==> src/rtl/imem_loader_pkg.sv <==
// Shared types and constants for the instruction-RAM loader.
package imem_loader_pkg;

    typedef enum logic [2:0] {
        IDLE,
        LEN_LO,
        LEN_HI,
        DATA,
        WRITE,
        CHK,
        DONE,
        ERR
    } state_t;

    // Length header is a little-endian 16-bit word count.
    localparam int LEN_BYTES      = 2;
    localparam int BYTES_PER_WORD = 4;
    localparam int LANE_W         = $clog2(BYTES_PER_WORD);

endpackage

==> src/rtl/imem_loader_word.sv <==
// word_assembler: places incoming stream bytes into their little-endian lane
// of a 32-bit word and keeps a running XOR of every data byte pushed.
module word_assembler
    import imem_loader_pkg::*;
(
    input  logic        clk,
    input  logic        rst,
    input  logic        clear,
    input  logic        push,
    input  logic [7:0]  din,
    output logic [31:0] word,
    output logic [7:0]  acc,
    output logic        full
);

    logic [LANE_W-1:0] lane_reg;
    logic [7:0]        acc_reg;
    logic [7:0]        lane_data_reg [BYTES_PER_WORD];

    // Lane counter and checksum accumulator; both restart at the start of a session.
    always_ff @(posedge clk or posedge rst) begin
        if (rst) begin
            lane_reg <= '0;
            acc_reg  <= '0;
        end else if (clear) begin
            lane_reg <= '0;
            acc_reg  <= '0;
        end else if (push) begin
            lane_reg <= lane_reg + LANE_W'(1);
            acc_reg  <= acc_reg ^ din;
        end
    end

    genvar gi;
    generate
        for (gi = 0; gi < BYTES_PER_WORD; gi++) begin : g_lane
            // Each lane captures the byte pushed while the counter points at it.
            always_ff @(posedge clk or posedge rst) begin
                if (rst) begin
                    lane_data_reg[gi] <= '0;
                end else if (push && (lane_reg == LANE_W'(gi))) begin
                    lane_data_reg[gi] <= din;
                end
            end
            assign word[gi*8 +: 8] = lane_data_reg[gi];
        end
    endgenerate

    assign acc  = acc_reg;
    // Asserted while the next push completes the word.
    assign full = (lane_reg == LANE_W'(BYTES_PER_WORD - 1));

endmodule

==> src/rtl/imem_loader.sv <==
// imem_loader: receives a length-prefixed, XOR-checksummed byte image and
// writes it as 32-bit words into the instruction RAM, holding the core in
// reset until the whole image has been accepted and verified.
module imem_loader
    import imem_loader_pkg::*;
#(
    parameter int ADDR_W = 12,
    parameter int DEPTH  = 4096   // must equal 2**ADDR_W
)
(
    input  logic              clk,
    input  logic              rst,
    input  logic              load_start,
    input  logic              byte_valid,
    input  logic [7:0]        byte_data,
    output logic              byte_ready,
    output logic [ADDR_W-1:0] ram_address,
    output logic [31:0]       ram_data,
    output logic              ram_wren,
    output logic              cpu_rst,
    output logic              busy,
    output logic              done,
    output logic              error,
    output logic [ADDR_W:0]   words_loaded
);

    localparam int LEN_W = LEN_BYTES * 8;

    state_t             state_reg, state_next;
    logic [7:0]         len_lo_reg;
    logic [LEN_W-1:0]   len_reg;
    logic [ADDR_W-1:0]  ram_address_reg;
    logic [ADDR_W:0]    words_loaded_reg;
    logic               cpu_rst_reg;

    logic               xfer;
    logic               start_ok;
    logic [LEN_W-1:0]   len_in;
    logic [ADDR_W:0]    words_inc;
    logic               asm_push;
    logic               asm_full;
    logic [31:0]        asm_word;
    logic [7:0]         asm_acc;

    assign xfer      = byte_valid & byte_ready;
    // A restart is honoured only when no session is running.
    assign start_ok  = load_start && ((state_reg == IDLE) || (state_reg == ERR));
    assign len_in    = {byte_data, len_lo_reg};
    assign words_inc = words_loaded_reg + (ADDR_W+1)'(1);
    assign asm_push  = xfer && (state_reg == DATA);

    word_assembler u_asm (
        .clk   (clk),
        .rst   (rst),
        .clear (start_ok),
        .push  (asm_push),
        .din   (byte_data),
        .word  (asm_word),
        .acc   (asm_acc),
        .full  (asm_full)
    );

    // State register.
    always_ff @(posedge clk or posedge rst) begin
        if (rst) begin
            state_reg <= IDLE;
        end else begin
            state_reg <= state_next;
        end
    end

    // Next-state decode.
    always_comb begin
        state_next = state_reg;
        unique case (state_reg)
            IDLE, ERR: begin
                if (load_start) state_next = LEN_LO;
            end
            LEN_LO: begin
                if (xfer) state_next = LEN_HI;
            end
            LEN_HI: begin
                if (xfer) begin
                    if ({1'b0, len_in} > (LEN_W+1)'(DEPTH)) state_next = ERR;
                    else if (len_in == '0)                  state_next = CHK;
                    else                                    state_next = DATA;
                end
            end
            DATA: begin
                if (xfer && asm_full) state_next = WRITE;
            end
            WRITE: begin
                if (LEN_W'(words_inc) == len_reg) state_next = CHK;
                else                              state_next = DATA;
            end
            CHK: begin
                if (xfer) state_next = (byte_data == asm_acc) ? DONE : ERR;
            end
            DONE: begin
                state_next = IDLE;
            end
            default: begin
                state_next = IDLE;
            end
        endcase
    end

    // Moore outputs decoded from the current state only, so byte_ready never
    // depends on byte_valid.
    always_comb begin
        byte_ready = 1'b0;
        ram_wren   = 1'b0;
        busy       = 1'b0;
        done       = 1'b0;
        error      = 1'b0;
        unique case (state_reg)
            LEN_LO, LEN_HI, DATA, CHK: begin
                byte_ready = 1'b1;
                busy       = 1'b1;
            end
            WRITE: begin
                ram_wren = 1'b1;
                busy     = 1'b1;
            end
            DONE: begin
                done = 1'b1;
            end
            ERR: begin
                error = 1'b1;
            end
            default: begin
            end
        endcase
    end

    // Session datapath: length header, write address, word count and core reset.
    // cpu_rst is released by the DONE cycle's edge, so the core starts one
    // cycle after the done pulse; ERR keeps it held.
    always_ff @(posedge clk or posedge rst) begin
        if (rst) begin
            len_lo_reg       <= '0;
            len_reg          <= '0;
            ram_address_reg  <= '0;
            words_loaded_reg <= '0;
            cpu_rst_reg      <= 1'b0;
        end else begin
            if (start_ok) begin
                ram_address_reg  <= '0;
                words_loaded_reg <= '0;
                cpu_rst_reg      <= 1'b1;
            end
            if (xfer && (state_reg == LEN_LO)) len_lo_reg <= byte_data;
            if (xfer && (state_reg == LEN_HI)) len_reg    <= len_in;
            if (state_reg == WRITE) begin
                ram_address_reg  <= ram_address_reg + ADDR_W'(1);
                words_loaded_reg <= words_inc;
            end
            if (state_reg == DONE) cpu_rst_reg <= 1'b0;
        end
    end

    assign ram_address  = ram_address_reg;
    assign ram_data     = asm_word;
    assign cpu_rst      = cpu_rst_reg;
    assign words_loaded = words_loaded_reg;

endmodule

==> config.mk <==
export PLATFORM = sky130hd
export DESIGN_NAME = imem_loader
export DESIGN_NICKNAME = d
export VERILOG_FILES = /design/src/rtl/imem_loader_pkg.sv /design/src/rtl/imem_loader_word.sv /design/src/rtl/imem_loader.sv
export SDC_FILE = /design/constraint.sdc
export NUM_CORES = 1
export LEC_CHECK = 0
export ABC_AREA = 1
export BUFFER_PORTS_ARGS = -buffer_cell sky130_fd_sc_hd__buf_2
export CAP_MARGIN = 10
export CORE_ASPECT_RATIO = 0.5
export CORE_MARGIN = 2
export CORE_UTILIZATION = 56
export CTS_CLUSTER_DIAMETER = 120
export CTS_CLUSTER_SIZE = 40
export DETAILED_ROUTE_END_ITERATION = 16
export MAX_ROUTING_LAYER = met4
export PLACE_DENSITY = 0.83
export SYNTH_ARGS = -nofsm -noshare
export SYNTH_HDL_FRONTEND = slang
export SYNTH_SLANG_ARGS = --single-unit
==> constraint.sdc <==
create_clock -name clk -period 4 [get_ports clk]
set_input_delay 0.4 -clock clk [delete_from_list [all_inputs] [get_ports clk]]
set_output_delay 0.4 -clock clk [all_outputs]
set_load 0.005 [all_outputs]
# Word level (Yosys, flattened, before mapping)
# Index checks and enable logic that the tools add are counted.
[classes]
n_addsub = 3
magnitude_cmp = 1
bitwise = 2
reduce_logical = 20
n_eq_ne = 17
mux = 25
[op_table]
columns = ["op", "count"]
rows = [
  ["$mux 13", 2],
  ["$mux 12", 2],
  ["$mux 3", 8],
  ["$pmux 3 s7", 1],
  ["$eq 13x16->1", 1],
  ["$gt 16x13->1 const B", 1],
  ["$logic_not 16->1", 1],
  ["$mux 8", 2],
  ["$add 13x1->13 const B", 1],
  ["$add 12x1->12 const B", 1],
  ["$eq 3x3->1 const B", 4],
  ["$logic_and 1x1->1", 9],
  ["$eq 8x8->1", 1],
  ["$mux 1", 8],
  ["$ne 2x2->1 const B", 4],
  ["$xor 8x8->8", 1],
  ["$eq 3x2->1 const B", 2],
  ["$reduce_bool 2->1", 3],
  ["$reduce_and 5->1", 1],
  ["$reduce_or 5->1", 1],
  ["$eq 2x2->1 const B", 2],
  ["$mux 2", 2],
  ["$reduce_or 4->1", 1],
  ["$eq 3x1->1 const B", 1],
  ["other kinds (8)", 8],
]
[totals]
ff_bits = 95
input_bits = 12
word_cells = 80
output_inout_bits = 63

# Depth between registers and ports, before layout
# Gate-level depths: netlist (run 1).
[logic_depth]
depth_word = 7
mapped_depth = 16
ltp_nobuf = 16

# By module
# Synthesis (run 1) repeated with hierarchy kept, for this count alone.
[unflattened]
cells_unflattened = 574
hier_area_um2 = 4631.9
[by_module_without_submodules]
columns = ["mod", "area_each_um2", "cells_each", "instances", "seq_area_each_um2"]
rows = [
  ["imem_loader", 2955.3, 403, 1, 1326.3],
  ["word_assembler", 1676.6, 171, 1, 1051.0],
]

# Worst setup path before layout (run 1)
# Ideal clock, no wire load.
[synth_timing]
kind = "flip-flop to flip-flop"
start = "reg words_loaded_reg[0], in the netlist words_loaded[0]"
end = "reg state_reg[1]"
required_time_ns = 3.884
path_slack_ns = 2.304
path_stages_with_launch = 17
setup_time_ns = 0.116
n_path_buf = 0
arrival_time_ns = 1.580
period_less_slack_ns = 1.696
path_cell_list = "dfrtp_1 -> ha_1 -> nand2_2 -> nor2_4 -> nand2_1 -> nand2_1 -> nand2_1 -> nand2_1 -> nand2_1 -> nor2_1 -> nand2_1 -> nor2_2 -> nand2_1 -> nand2_1 -> nand2_1 -> nand2_1 -> nand2_1"
[synth_via]
elab_chain_cells = 4
[synth_lines]
columns = ["item", "line_no", "text"]
rows = [
  ["start: declaration", "imem_loader.sv:33", "logic [ADDR_W:0] words_loaded_reg;"],
  ["start signal: assignment", "imem_loader.sv:156", "words_loaded_reg <= words_inc;"],
  ["$add 13x1->13", "imem_loader.sv:49", "assign words_inc = words_loaded_reg + (ADDR_W+1)'(1);"],
  ["$eq 13x16->1", "imem_loader.sv:93", "if (LEN_W'(words_inc) == len_reg) state_next = CHK;"],
  ["$mux 3", "imem_loader.sv:93", ""],
  ["$pmux 3 s7", "imem_loader.sv:75", "unique case (state_reg)"],
  ["end signal: assignment", "imem_loader.sv:68", "state_reg <= state_next;"],
  ["end: declaration", "imem_loader.sv:29", "state_t state_reg, state_next;"],
]
# No other way between the ends.
# A chain may end at the register's enable or synchronous reset.

# Worst setup path after layout (run 1)
[layout_timing]
start = "reg state_reg[1]"
end = "reg len_reg[9]"
[layout_via]
elab_chain_cells = 5
word_cells_on_any_way = 8
cone_classes = "eq/ne (4); mux (1); bitwise (1); reduce/logical (2)"
[layout_lines]
columns = ["item", "line_no", "text"]
rows = [
  ["$eq 3x2->1, or another cell as far along", "imem_loader.sv:116", "unique case (state_reg)"],
  ["$reduce_or 4->1", "imem_loader.sv:116", ""],
  ["$mux 1", "imem_loader.sv:116", ""],
  ["$and 1x1->1", "imem_loader.sv:45", "assign xfer = byte_valid & byte_ready;"],
  ["$logic_and 1x1->1 (*)", "imem_loader.sv:153", "if (xfer && (state_reg == LEN_HI)) len_reg <= len_in;"],
  ["end signal: assignment", "imem_loader.sv:153", ""],
  ["end: declaration", "imem_loader.sv:31", "logic [LEN_W-1:0] len_reg;"],
]
# Mark *: on every way between the ends. The rest lies on a longest branch, timed or not.

==> results of run 1 <==
area by class of cell:
type | instances | area, sq um | share of cell area
inverters | 74 | 279 | 0.0520
repair buffers | 76 | 385 | 0.0718
clock buffers | 11 | 233 | 0.0433
well taps | 112 | 140 | 0.0261
clock inverters | 5 | 88.8 | 0.0165
flip-flops and latches | 95 | 2380 | 0.443
multi-input cells | 384 | 1870 | 0.347
critical path: cells and delay by family (launching register included):
kind / cells / cell delay, ps
compound gates: 1 / 420
buf+inv: 2 / 150
simple gates: 3 / 850
flops: 1 / 420
per-stage QoR:
stage               hold WS (ps)  setup slack [ps]  cells
global placement             460              2150    741
CTS                         93.0              2070    757
floorplan                    453              1120    567
detailed placement           468              2100    741
finish                      80.7              2050    757
global route                 112              1780    757
power by group through the flow:
stage	clock network [mW]	logic (mW)	registers, mW
after floorplan	0	0.890	1.60
after global placement	0	1.29	1.62
after detailed placement	0	1.34	1.64
after CTS	0.943	1.35	1.63
after global routing	0.989	1.56	1.69
final	0.933	1.35	1.63
cell families after synthesis:
kind of cell	synth area share
and+or+nand+nor	0.248
AOI/OAI and AO/OA	0.122
DFF	0.515
buffers and inverters	0.0808
xor gates and xnor gates	0.0152
adders and majority gates	0.0163
muxes	0.00217
how the worst max path moves through the flow:
stage                          from               to  slack, ps
floorplan                       rst          cpu_rst       1120
detailed placement     state_reg[1]  ram_address[11]       2100
global placement    words_loaded[0]     state_reg[1]       2150
finish                 state_reg[1]       len_reg[9]       2050
CTS                    state_reg[1]       len_reg[9]       2070
global route        words_loaded[0]     state_reg[1]       1780
layout by cell type, fill, tap and decap left out, types with 4 or more instances in the layout:
cell type,Yosys,final
ha_1,6,6
nand3b_1,6,6
a21oi_1,10,10
nor2_2,6,6
nand3_1,34,34
nand2_1,164,164
dfrtp_1,95,95
buf_2,4,74
nand4_1,10,10
nor2_1,30,30
nor2_4,5,5
inv_1,73,72
clkbuf_16,0,9
o21ai_0,78,78
o22ai_1,6,6
xor2_1,4,4
xnor2_1,4,4
nand2_2,4,4
per-layer routing:
metal | vias up | track usage
met2 | 115 | 0.389
met3 | 13 | 0.0622
met5 | - | -
li1 | 1972 | -
met1 | 1855 | 0.349
met4 | 0 | 0.0753
==> metrics.md, run 1 <==
| Metric | Value |
|---|---|
| Status | `completed` |
| Synth top cells by count | `nand2_1, dfrtp_1, o21ai_0, inv_1, nand3_1` |
| CTS tree | `yes` |
| Final Util | `0.671` |
| Critical path class | `flip-flop to flip-flop` |
| CTS Hold Bufs | `0` |
| CTS buffer count | `9` |
| Max IR drop VDD | `0.393 mV` |
| Later-pin clock latency in the skew report | `340 ps` |
| Post-Syn Area | `0.00462 sq mm` |
| Synth top area cells | `dfrtp_1, nand2_1, o21ai_0` |
| Critical-path maximum fanout | `32` |
| Post-detailed-route count of antenna-violating nets | `0` |
| Clock power frac | `0.238` |
| Port bufs | `74` |
| Number of max-cap violations | `0` |
| First drt pass iteration count | `5` |
| CP cell instances | `inv_1 > nor2_1 > inv_1 > nor2_1 > nand2_1 > o21ai_0` |
| Hold Fails Final Rpt | `0` |
| Fmax | `0.512 GHz` |
| HP Class | `primary input to async pin` |
| Pwr Density | `729 mW/mm^2` |
| Post-DP HPWL | `7.28 mm` |
| Yosys cell types | `32` |
| Clock Skew | `7.81 ps` |
| Yosys top cell by area | `dfrtp_1` |
| IO Pins | `75` |
| RSZ-0062 raised after global routing | `false` |
| Initial core utilization | `0.577` |
| Post-synthesis to final-layout area growth | `16.3%` |
| Period utilization | `0.488` |
| Clk slew on worst S/H paths | `70 ps` |
| Worst R2R Setup Slack | `2050 ps` |
| Syn_area_per_cell | `8.14 sq um` |
| Row Count | `23` |
| Synth Warn # | `0` |
| DR vias | `3955` |
| Tmin final | `1950 ps` |
| Count leader, synth | `nand2_1` |
| Routability congestion estimate from global placement | `0.899` |
| TNS Setup | `0 ps` |
| Post-CTS sizing | `0` |
| Initial antenna violation count | `0` |
| Critical R2R Launch | `state_reg[1]` |
| Routed wl met2 | `4.72 mm` |
| Ant. Diodes | `0` |
| Layout cells sized above 1 | `0.167` |
| Clk sinks | `95` |
| Placement Cell Area | `0.00505 sq mm` |
| Post-synthesis async set-or-reset flop share | `1.00` |
| Longest Clk Path Bufs | `2` |
| Clk Tree Root Cell | `clkbuf_16` |
| Starting DRC count in detailed routing | `391` |
| Area share of the largest cell type after synthesis | `0.515` |
| Syn nets | `585` |
| WL met3 | `512 microns` |
| Via density | `5.22` |
| Gr ovfl total | `0` |
| Worst EP arrival | `2180 ps` |
| Seq pwr share | `0.417` |
| Psw | `1.50 mW` |
| Core box area | `0.00800 sq mm` |
| Reg2reg end | `len_reg[9]` |
| Number of synthesized flops with an enable pin | `0` |
| Chip height | `68.2 microns` |
| Endpoints failing setup | `0` |
| Cell area after layout | `0.00537 sq mm` |
| Switching share of power | `0.382` |
| Nets | `658` |
| Vias in the first global route | `3490` |
| DIE AREA | `0.00903 sq mm` |
| Worst rel slew slack | `0.446` |
| Largest net degree at the start of global routing | `64` |
| Top FF cell, synth | `dfrtp_1` |
| FF+latch count, synth | `95` |
| Final total power | `3.92 mW` |
| CP startpoint kind | `flip-flop` |
| Post-Route M1 WL | `5.24 mm` |
| Worst slew pin tran | `829 ps` |
| DR top layer | `met4` |
| Setup crit end kind | `flip-flop` |
| CP max stage delay | `550 ps` |
| Crit path max-delay cell type | `nand2_1` |
| Drt drc | `0` |
| Sequential share of the synthesized area | `0.515` |
| First-pass GRT wire length | `17.3 mm` |
| Req. time, crit path | `4230 ps` |
| WL/cell | `14.0 microns` |
| H-tree depth | `3` |
| Power Internal | `2.42 mW` |
| Die span in x | `132 microns` |
| Detailed Route WL | `10.6 mm` |
| Largest register FFs | `32` |
| Cells after Synth | `567` |
| Post-CTS setup buffers | `0` |
| Comb power frac | `0.345` |
| Cell depth of the worst flop-to-flop path | `6` |
| Gr usage total | `0.256` |
| Fill cells | `692` |
| Final Slew Violations | `0` |
| LEAKAGE | `2.79 nW` |
(Power assumes the default switching activity.)
==> inputs of run 2 (changes only) <==
--- a/config.mk
+++ b/config.mk
@@ -10,12 +10,12 @@
 export CAP_MARGIN = 10
 export CORE_ASPECT_RATIO = 0.5
 export CORE_MARGIN = 2
-export CORE_UTILIZATION = 56
+export CORE_UTILIZATION = 51
 export CTS_CLUSTER_DIAMETER = 120
 export CTS_CLUSTER_SIZE = 40
 export DETAILED_ROUTE_END_ITERATION = 16
 export MAX_ROUTING_LAYER = met4
-export PLACE_DENSITY = 0.83
+export PLACE_DENSITY = 0.8
 export SYNTH_ARGS = -nofsm -noshare
 export SYNTH_HDL_FRONTEND = slang
 export SYNTH_SLANG_ARGS = --single-unit
==> constraint.sdc (replaced) <==
create_clock -name clk -period 1.7 [get_ports clk]
set_input_delay 0.17 -clock clk [delete_from_list [all_inputs] [get_ports clk]]
set_output_delay 0.17 -clock clk [all_outputs]
set_load 0.005 [all_outputs]
==> metrics.md, run 2 (synthesized netlist as in run 1, its figures left out) <==
| Metric | Value |
|---|---|
| First-pass GRT wire length | `18.8 mm (+8.8%)` |
| Cell depth of the worst flop-to-flop path | `16 (+10)` |
| Post-synthesis to final-layout area growth | `26.5%` |
| Failing checks | `negative setup slack` |
| Via density | `5.26 (+0.69%)` |
| Post-detailed-route count of antenna-violating nets | `0 (unchanged)` |
| Vias in the first global route | `3898 (+12%)` |
| Hold Fails Final Rpt | `0 (unchanged)` |
| Reg2reg end | `state_reg[1]` |
| Commonest non-fill, non-tap cell in the layout | `nand2_1` |
| Layout cells sized above 1 | `0.257 (+0.0895)` |
| Fmax | `0.540 GHz (+5.4%)` |
| Ant. Diodes | `0 (unchanged)` |
| Critical path class | `flip-flop to flip-flop` |
| Placed cells | `770 (+3.9%)` |
| Nets | `694 (+5.5%)` |
| Drt drc | `0 (unchanged)` |
| Status | `finished with violations` |
| Power Internal | `5.91 mW (+140%)` |
| Chip height | `71.3 microns (+4.5%)` |
| Max IR drop VDD | `0.856 mV (+120%)` |
| Pre-CTS WS | `-61.3 ps (-2160 ps)` |
| Gr ovfl total | `0 (unchanged)` |
| Min-Delay Endpoint | `u_asm.acc[0]` |
| Worst slew pin tran | `619 ps (-210 ps)` |
| Die span in x | `139 microns (+4.6%)` |
| DR vias | `4198 (+6.1%)` |
| CTS tree | `yes` |
| Worst rel slew slack | `0.586 (+0.141)` |
| Clk sinks | `95 (unchanged)` |
| CTS buffer count | `9 (unchanged)` |
| Period utilization | `1.09 (+0.601)` |
| Hold_sp | `byte_data[0]` |
| CP max stage delay | `410 ps (-140 ps)` |
| CP startpoint kind | `flip-flop` |
| Row Count | `24 (+4.3%)` |
| Later-pin clock latency in the skew report | `350 ps (about the same)` |
| Initial antenna violation count | `0 (unchanged)` |
| Detailed Route WL | `11.7 mm (+9.8%)` |
| Largest register FFs | `32 (unchanged)` |
| Final worst-path setup slack | `-152 ps (-2200 ps)` |
| Initial core utilization | `0.528 (-0.0487)` |
| Pwr Density | `1660 mW/mm^2 (+130%)` |
| Clk Tree Root Cell | `clkbuf_16` |
| Minimum hold slack | `173 ps (+91.9 ps)` |
| Cell mode on critical path | `nand2_1` |
| Critical-path maximum fanout | `7 (-78%)` |
| Seq pwr share | `0.397 (-0.020)` |
| Most frequent cells in the layout | `nand2_1, dfrtp_1, buf_2, o21ai_0, inv_1` |
| Longest Clk Path Bufs | `2 (unchanged)` |
| CP bufs+invs | `1 (-1)` |
| Worst R2R Setup Slack | `-150 ps (-2200 ps)` |
| Crit path max-delay cell type | `dfrtp_1` |
| Final Slew Violations | `0 (unchanged)` |
| Req. time, crit path | `1940 ps (-2290 ps)` |
| Crit path max-delay family | `simple AND/OR/NAND/NOR gates` |
| Clock power frac | `0.213 (-0.025)` |
| WL/cell | `14.6 microns (+4.1%)` |
| DIE AREA | `0.00987 sq mm (+9.4%)` |
| Critical R2R Launch | `words_loaded[1]` |
| RSZ-0062 raised after global routing | `true` |
| Port bufs | `74 (unchanged)` |
| Endpoints failing setup | `12 (+12)` |
| Hold Path Cell Cnt | `3` |
| Final total power | `9.72 mW (+150%)` |
| Number of max-cap violations | `0 (unchanged)` |
| Non-filler cells, final | `798 (+5.4%)` |
| IO Pins | `75 (unchanged)` |
| Routability congestion estimate from global placement | `0.887 (-1.3%)` |
| Setup crit end kind | `flip-flop` |
| Clk slew on worst S/H paths | `70 ps (about the same)` |
| HP Class | `primary input to flip-flop` |
| First drt pass iteration count | `5 (unchanged)` |
| LEAKAGE | `3.04 nW (+8.7%)` |
| Largest net degree at the start of global routing | `33 (-48%)` |
| Switching share of power | `0.393 (+0.0101)` |
| CP cell instances | `ha_4 > nand2_4 > nor2_4 > nand2_1 > nand2_1 > nand3_1 > nand2_1 > nand2_1 > inv_1 > nand2_1 > nor2_2 > nand2_1 > nand2_1 > nand2_1 > nand2_1 > nand2_1` |
| Cell area after layout | `0.00584 sq mm (+8.8%)` |
| Psw | `3.82 mW (+150%)` |
| Tmin final | `1850 ps (-100 ps)` |
| Worst EP arrival | `2090 ps (-90 ps)` |
| Placement Cell Area | `0.00527 sq mm (+4.5%)` |
| H-tree depth | `3 (unchanged)` |
| Core box area | `0.00874 sq mm (+9.2%)` |
| Gr usage total | `0.249 (-0.00696)` |
| Comb power frac | `0.390 (+0.045)` |
| Post-DP HPWL | `8.00 mm (+9.8%)` |
| Clock Skew | `7.24 ps (-0.570 ps)` |
| Fill cells | `709 (+2.5%)` |
| Starting DRC count in detailed routing | `309 (-21%)` |
run 2: layout make-up:
cell class,instances,area (sq um),area share
flip-flops and latches,95,2380,0.407
multi-input cells,384,1990,0.341
repair buffers,110,712,0.122
inverters,74,292,0.0499
clock buffers,10,229,0.0392
well taps,117,146,0.0251
clock inverters,6,73.8,0.0126
repair inverters,2,15.0,0.00257
run 2: worst register-to-register path: stages (launching register included):
cell     delay (ps)
dfrtp_1         410
ha_4            190
nand2_4          70
nor2_4          200
nand2_1         100
nand2_1         100
nand3_1          90
nand2_1          70
nand2_1          50
inv_1            50
nand2_1          60
nor2_2          120
nand2_1          60
nand2_1          50
nand2_1          50
nand2_1          60
nand2_1          50
run 2: timing repair:
action | 4_1_cts | 5_1_grt
cloned | 0 | 2
setup endpoints to repair | 3 | 61
pin swaps | 5 | 9
hold buffers | 1 | 0
setup buffers | 2 | 7
gates resized for setup | 6 | 51
endpoints found under the hold margin | 22 | 0
run 2: per-layer routing:
layer  share of wire  track usage  up-vias
met2            0.46        0.375      133
met1            0.47        0.338     1989
li1                -            -     2060
met3           0.062       0.0702       16
met4           0.011       0.0692        0
met5               0            -        -
run 2: how the worst max path moves through the flow:
stage	startpoint	endpoint	cells after the start
2_1_floorplan	words_loaded[0]	state_reg[1]	16
3_3_place_gp	words_loaded[0]	state_reg[1]	16
3_5_place_dp	words_loaded[0]	state_reg[1]	16
4_1_cts	state_reg[1]	ram_wren	6
5_1_grt	words_loaded[1]	state_reg[1]	16
6_report	words_loaded[1]	state_reg[1]	16
run 2: power groups by stage:
| stage | registers (mW) | logic [mW] | clock network, mW |
|---|---|---|---|
| final | 3.86 | 3.79 | 2.07 |
| after global routing | 3.96 | 4.31 | 2.23 |
| after detailed placement | 3.83 | 3.44 | 0 |
| after global placement | 3.79 | 3.32 | 0 |
| after CTS | 3.81 | 3.49 | 2.11 |
| after floorplan | 3.76 | 2.09 | 0 |
run 2: metrics by stage:
stage          utilization  TNS [ps]
4_1_cts              0.643      -115
2_1_floorplan            -         0
5_1_grt              0.668     -5880
6_report             0.668      -499
3_5_place_dp         0.604     -64.7
3_3_place_gp         0.604     -1.32
==> inputs of run 3 (changes only) <==
--- a/config.mk
+++ b/config.mk
@@ -18,4 +18,5 @@
 export PLACE_DENSITY = 0.8
 export SYNTH_ARGS = -nofsm -noshare
 export SYNTH_HDL_FRONTEND = slang
+export SYNTH_HIERARCHICAL = 1
 export SYNTH_SLANG_ARGS = --single-unit
==> metrics.md, run 3 <==
| Metric | Value |
|---|---|
| Non-filler cells, final | `792 (-0.75%)` |
| Top FF cell, synth | `dfrtp_1` |
| First drt pass iteration count | `5 (unchanged)` |
| Clk sinks | `95 (unchanged)` |
| Fmax | `0.561 GHz (+3.8%)` |
| Worst slew pin tran | `519 ps (-101 ps)` |
| Core box area | `0.00877 sq mm (+0.34%)` |
| Row Count | `24 (unchanged)` |
| Die span in x | `139 microns (+0.17%)` |
| Critical-path maximum fanout | `5 (-2)` |
| Gr usage total | `0.244 (-0.00570)` |
| Area share of the largest cell type after synthesis | `0.513 (-0.00181)` |
| Worst rel slew slack | `0.654 (+0.0681)` |
| DIE AREA | `0.00991 sq mm (+0.34%)` |
| Largest register FFs | `32 (unchanged)` |
| WL/cell | `13.9 microns (-4.7%)` |
| H-tree depth | `3 (unchanged)` |
| Final Slew Violations | `0 (unchanged)` |
| CTS buffer count | `9 (unchanged)` |
| Detailed Route WL | `11.0 mm (-5.4%)` |
| Vias in the first global route | `3838 (-1.5%)` |
| Largest net degree at the start of global routing | `54 (+64%)` |
| Nets | `688 (-0.86%)` |
| Failing checks | `negative setup slack` |
| Yosys top cell by area | `dfrtp_1` |
| Via density | `5.19 (-1.4%)` |
| Pwr Density | `1700 mW/mm^2 (+1.9%)` |
| Syn_area_per_cell | `8.07 sq um (-0.87%)` |
| Critical path class | `flip-flop to flip-flop` |
| Initial core utilization | `0.528 (about the same)` |
| Clock Skew | `7.67 ps (+0.427 ps)` |
| Syn nets | `592 (+1.2%)` |
| Cells after Synth | `574 (+1.2%)` |
| Port bufs | `74 (unchanged)` |
| Longest Clk Path Bufs | `2 (unchanged)` |
| Synth Warn # | `6 (+6)` |
| Gr ovfl total | `0 (unchanged)` |
| Hold Fails Final Rpt | `0 (unchanged)` |
| Pre-CTS WS | `-113 ps (-51.4 ps)` |
| Starting DRC count in detailed routing | `339 (+9.7%)` |
| Commonest non-fill, non-tap cell in the layout | `nand2_1` |
| Post-Syn Area | `0.00463 sq mm (+0.35%)` |
| Post-synthesis async set-or-reset flop share | `1.00 (unchanged)` |
| FF+latch count, synth | `95 (unchanged)` |
| Tmin final | `1780 ps (-68.2 ps)` |
| Synth top area cells | `dfrtp_1, nand2_1, o21ai_0` |
| Worst EP arrival | `2070 ps (-20 ps)` |
| Max IR drop VDD | `0.941 mV (+10%)` |
| Cell depth of the worst flop-to-flop path | `15 (-1)` |
| Synth top cells by count | `nand2_1, dfrtp_1, inv_1, o21ai_0, nand3_1` |
| Number of synthesized flops with an enable pin | `0 (unchanged)` |
| Post-detailed-route count of antenna-violating nets | `0 (unchanged)` |
| CTS tree | `yes` |
| Period utilization | `1.05 (-0.0401)` |
| Final worst-path setup slack | `-83.3 ps (+68.2 ps)` |
| Cell area after layout | `0.00567 sq mm (-2.9%)` |
| Ant. Diodes | `0 (unchanged)` |
| CP startpoint kind | `flip-flop` |
| Layout cells sized above 1 | `0.222 (-0.0348)` |
| Clk slew on worst S/H paths | `70 ps (about the same)` |
| Most frequent cells in the layout | `nand2_1, dfrtp_1, buf_2, inv_1, o21ai_0` |
| Clk Tree Root Cell | `clkbuf_16` |
| Sequential share of the synthesized area | `0.513 (-0.00181)` |
| Chip height | `71.4 microns (+0.17%)` |
| Drt drc | `0 (unchanged)` |
| Yosys cell types | `31 (-3.1%)` |
| Post-synthesis to final-layout area growth | `22.4%` |
| IO Pins | `75 (unchanged)` |
| Count leader, synth | `nand2_1` |
| RSZ-0062 raised after global routing | `true` |
| Setup crit end kind | `flip-flop` |
| Later-pin clock latency in the skew report | `350 ps (about the same)` |
| LEAKAGE | `2.95 nW (-2.8%)` |
| Fill cells | `760 (+7.2%)` |
| Post-DP HPWL | `7.75 mm (-3.1%)` |
| Routability congestion estimate from global placement | `0.887 (about the same)` |
| First-pass GRT wire length | `18.4 mm (-1.9%)` |
| Worst R2R Setup Slack | `-80 ps (+70 ps)` |
| Status | `finished with violations` |
| HP Class | `primary input to flip-flop` |
| Req. time, crit path | `1980 ps (+40 ps)` |
| Placement Cell Area | `0.00527 sq mm (-0.14%)` |
| DR vias | `4109 (-2.1%)` |
| Endpoints failing setup | `2 (-10)` |
| Number of max-cap violations | `0 (unchanged)` |
| Placed cells | `772 (+0.26%)` |
| Hold Path Cell Cnt | `4 (+1)` |
| Initial antenna violation count | `0 (unchanged)` |
## run 3: cell types whose count changed after synthesis, sizes merged, moves of 2 or more
cell / delta
o22ai: +5
a22oi: -2
o21ai: -14
xor2: -2
inv: -2
nor2: +2
nand2: -5
clkbuf: +2
nand3: +9
or2: +5
o31ai: +2
a21oi: +9
## run 3: kinds of logic after synthesis
logic type	count (synthesis)	synth area share
xor gates and xnor gates	7	0.0162
and+or+nand+nor	274	0.253
AOI/OAI and AO/OA	102	0.116
DFF	95	0.513
buffers and inverters	88	0.0810
adders and majority gates	6	0.0162
muxes	2	0.00459
## run 3: path summary, 6_finish.rpt
kind,start,end
min,byte_data[0],u_asm/acc[0]
max,words_loaded[1],state_reg[2]
min reg2reg,ram_address[11],ram_address[11]
min in group asynchronous,rst,state_reg[0]
max in group asynchronous,rst,u_asm/acc[2]
max reg2reg,words_loaded[1],state_reg[2]
## run 3: what timing repair did
action | 4_1_cts | 5_1_grt
hold buffers | 1 | 0
resized for setup | 9 | 18
hold endpoints to repair | 95 | 0
cloned | 0 | 0
setup endpoints to repair | 2 | 64
pin swaps | 2 | 9
setup buffers | 0 | 3
## run 3: layout make-up
cell class                      count  area [sq um]  share of cell area
Multi-Input combinational cell    391          1970               0.347
Sequential cell                    95          2380               0.419
Tap cell                          117           146              0.0258
Clock inverter                      7          65.1              0.0115
Timing Repair Buffer              101           617               0.109
Clock buffer                        9           225              0.0397
Inverter                           72           270              0.0477
## run 3: power by group
part / switching [mW] / internal (mW) / total, mW
registers: 0.727 / 3.19 / 3.91
logic: 2.08 / 1.68 / 3.76
clock network: 0.928 / 1.02 / 1.95
## run 3: metal layers
metal  wire (microns)  vias up  track usage
met4              138        0       0.0629
met5                0        -            -
met3              764       18       0.0755
li1                 -     2056            -
met1             5250     1906        0.327
met2             4870      129        0.367
## run 3: worst max-delay path, cell delays in order (launching register included)
cell and delay [ps]:
dfrtp_1 400, ha_4 190, nand3_4 110, nor2_4 150, nand2_1 70, nand2_1 80
nand2_1 70, nand2_1 60, nand2_1 50, inv_1 50, nand2_1 60, nor2_2 120
nand3_1 120, nand2_1 70, nand2_1 60, nand2_1 70
## run 3: per-stage QoR
stage                     utilization  total power [mW]  setup TNS (ps)  hold slack (ps)
after detailed placement        0.601              7.49            -183              252
after floorplan                     -              5.99               0              331
after CTS                       0.638              9.53           -75.4              102
after global routing            0.647              10.5            -429              129
after global placement          0.601              7.33            -151              248
final                           0.647              9.62            -156              121
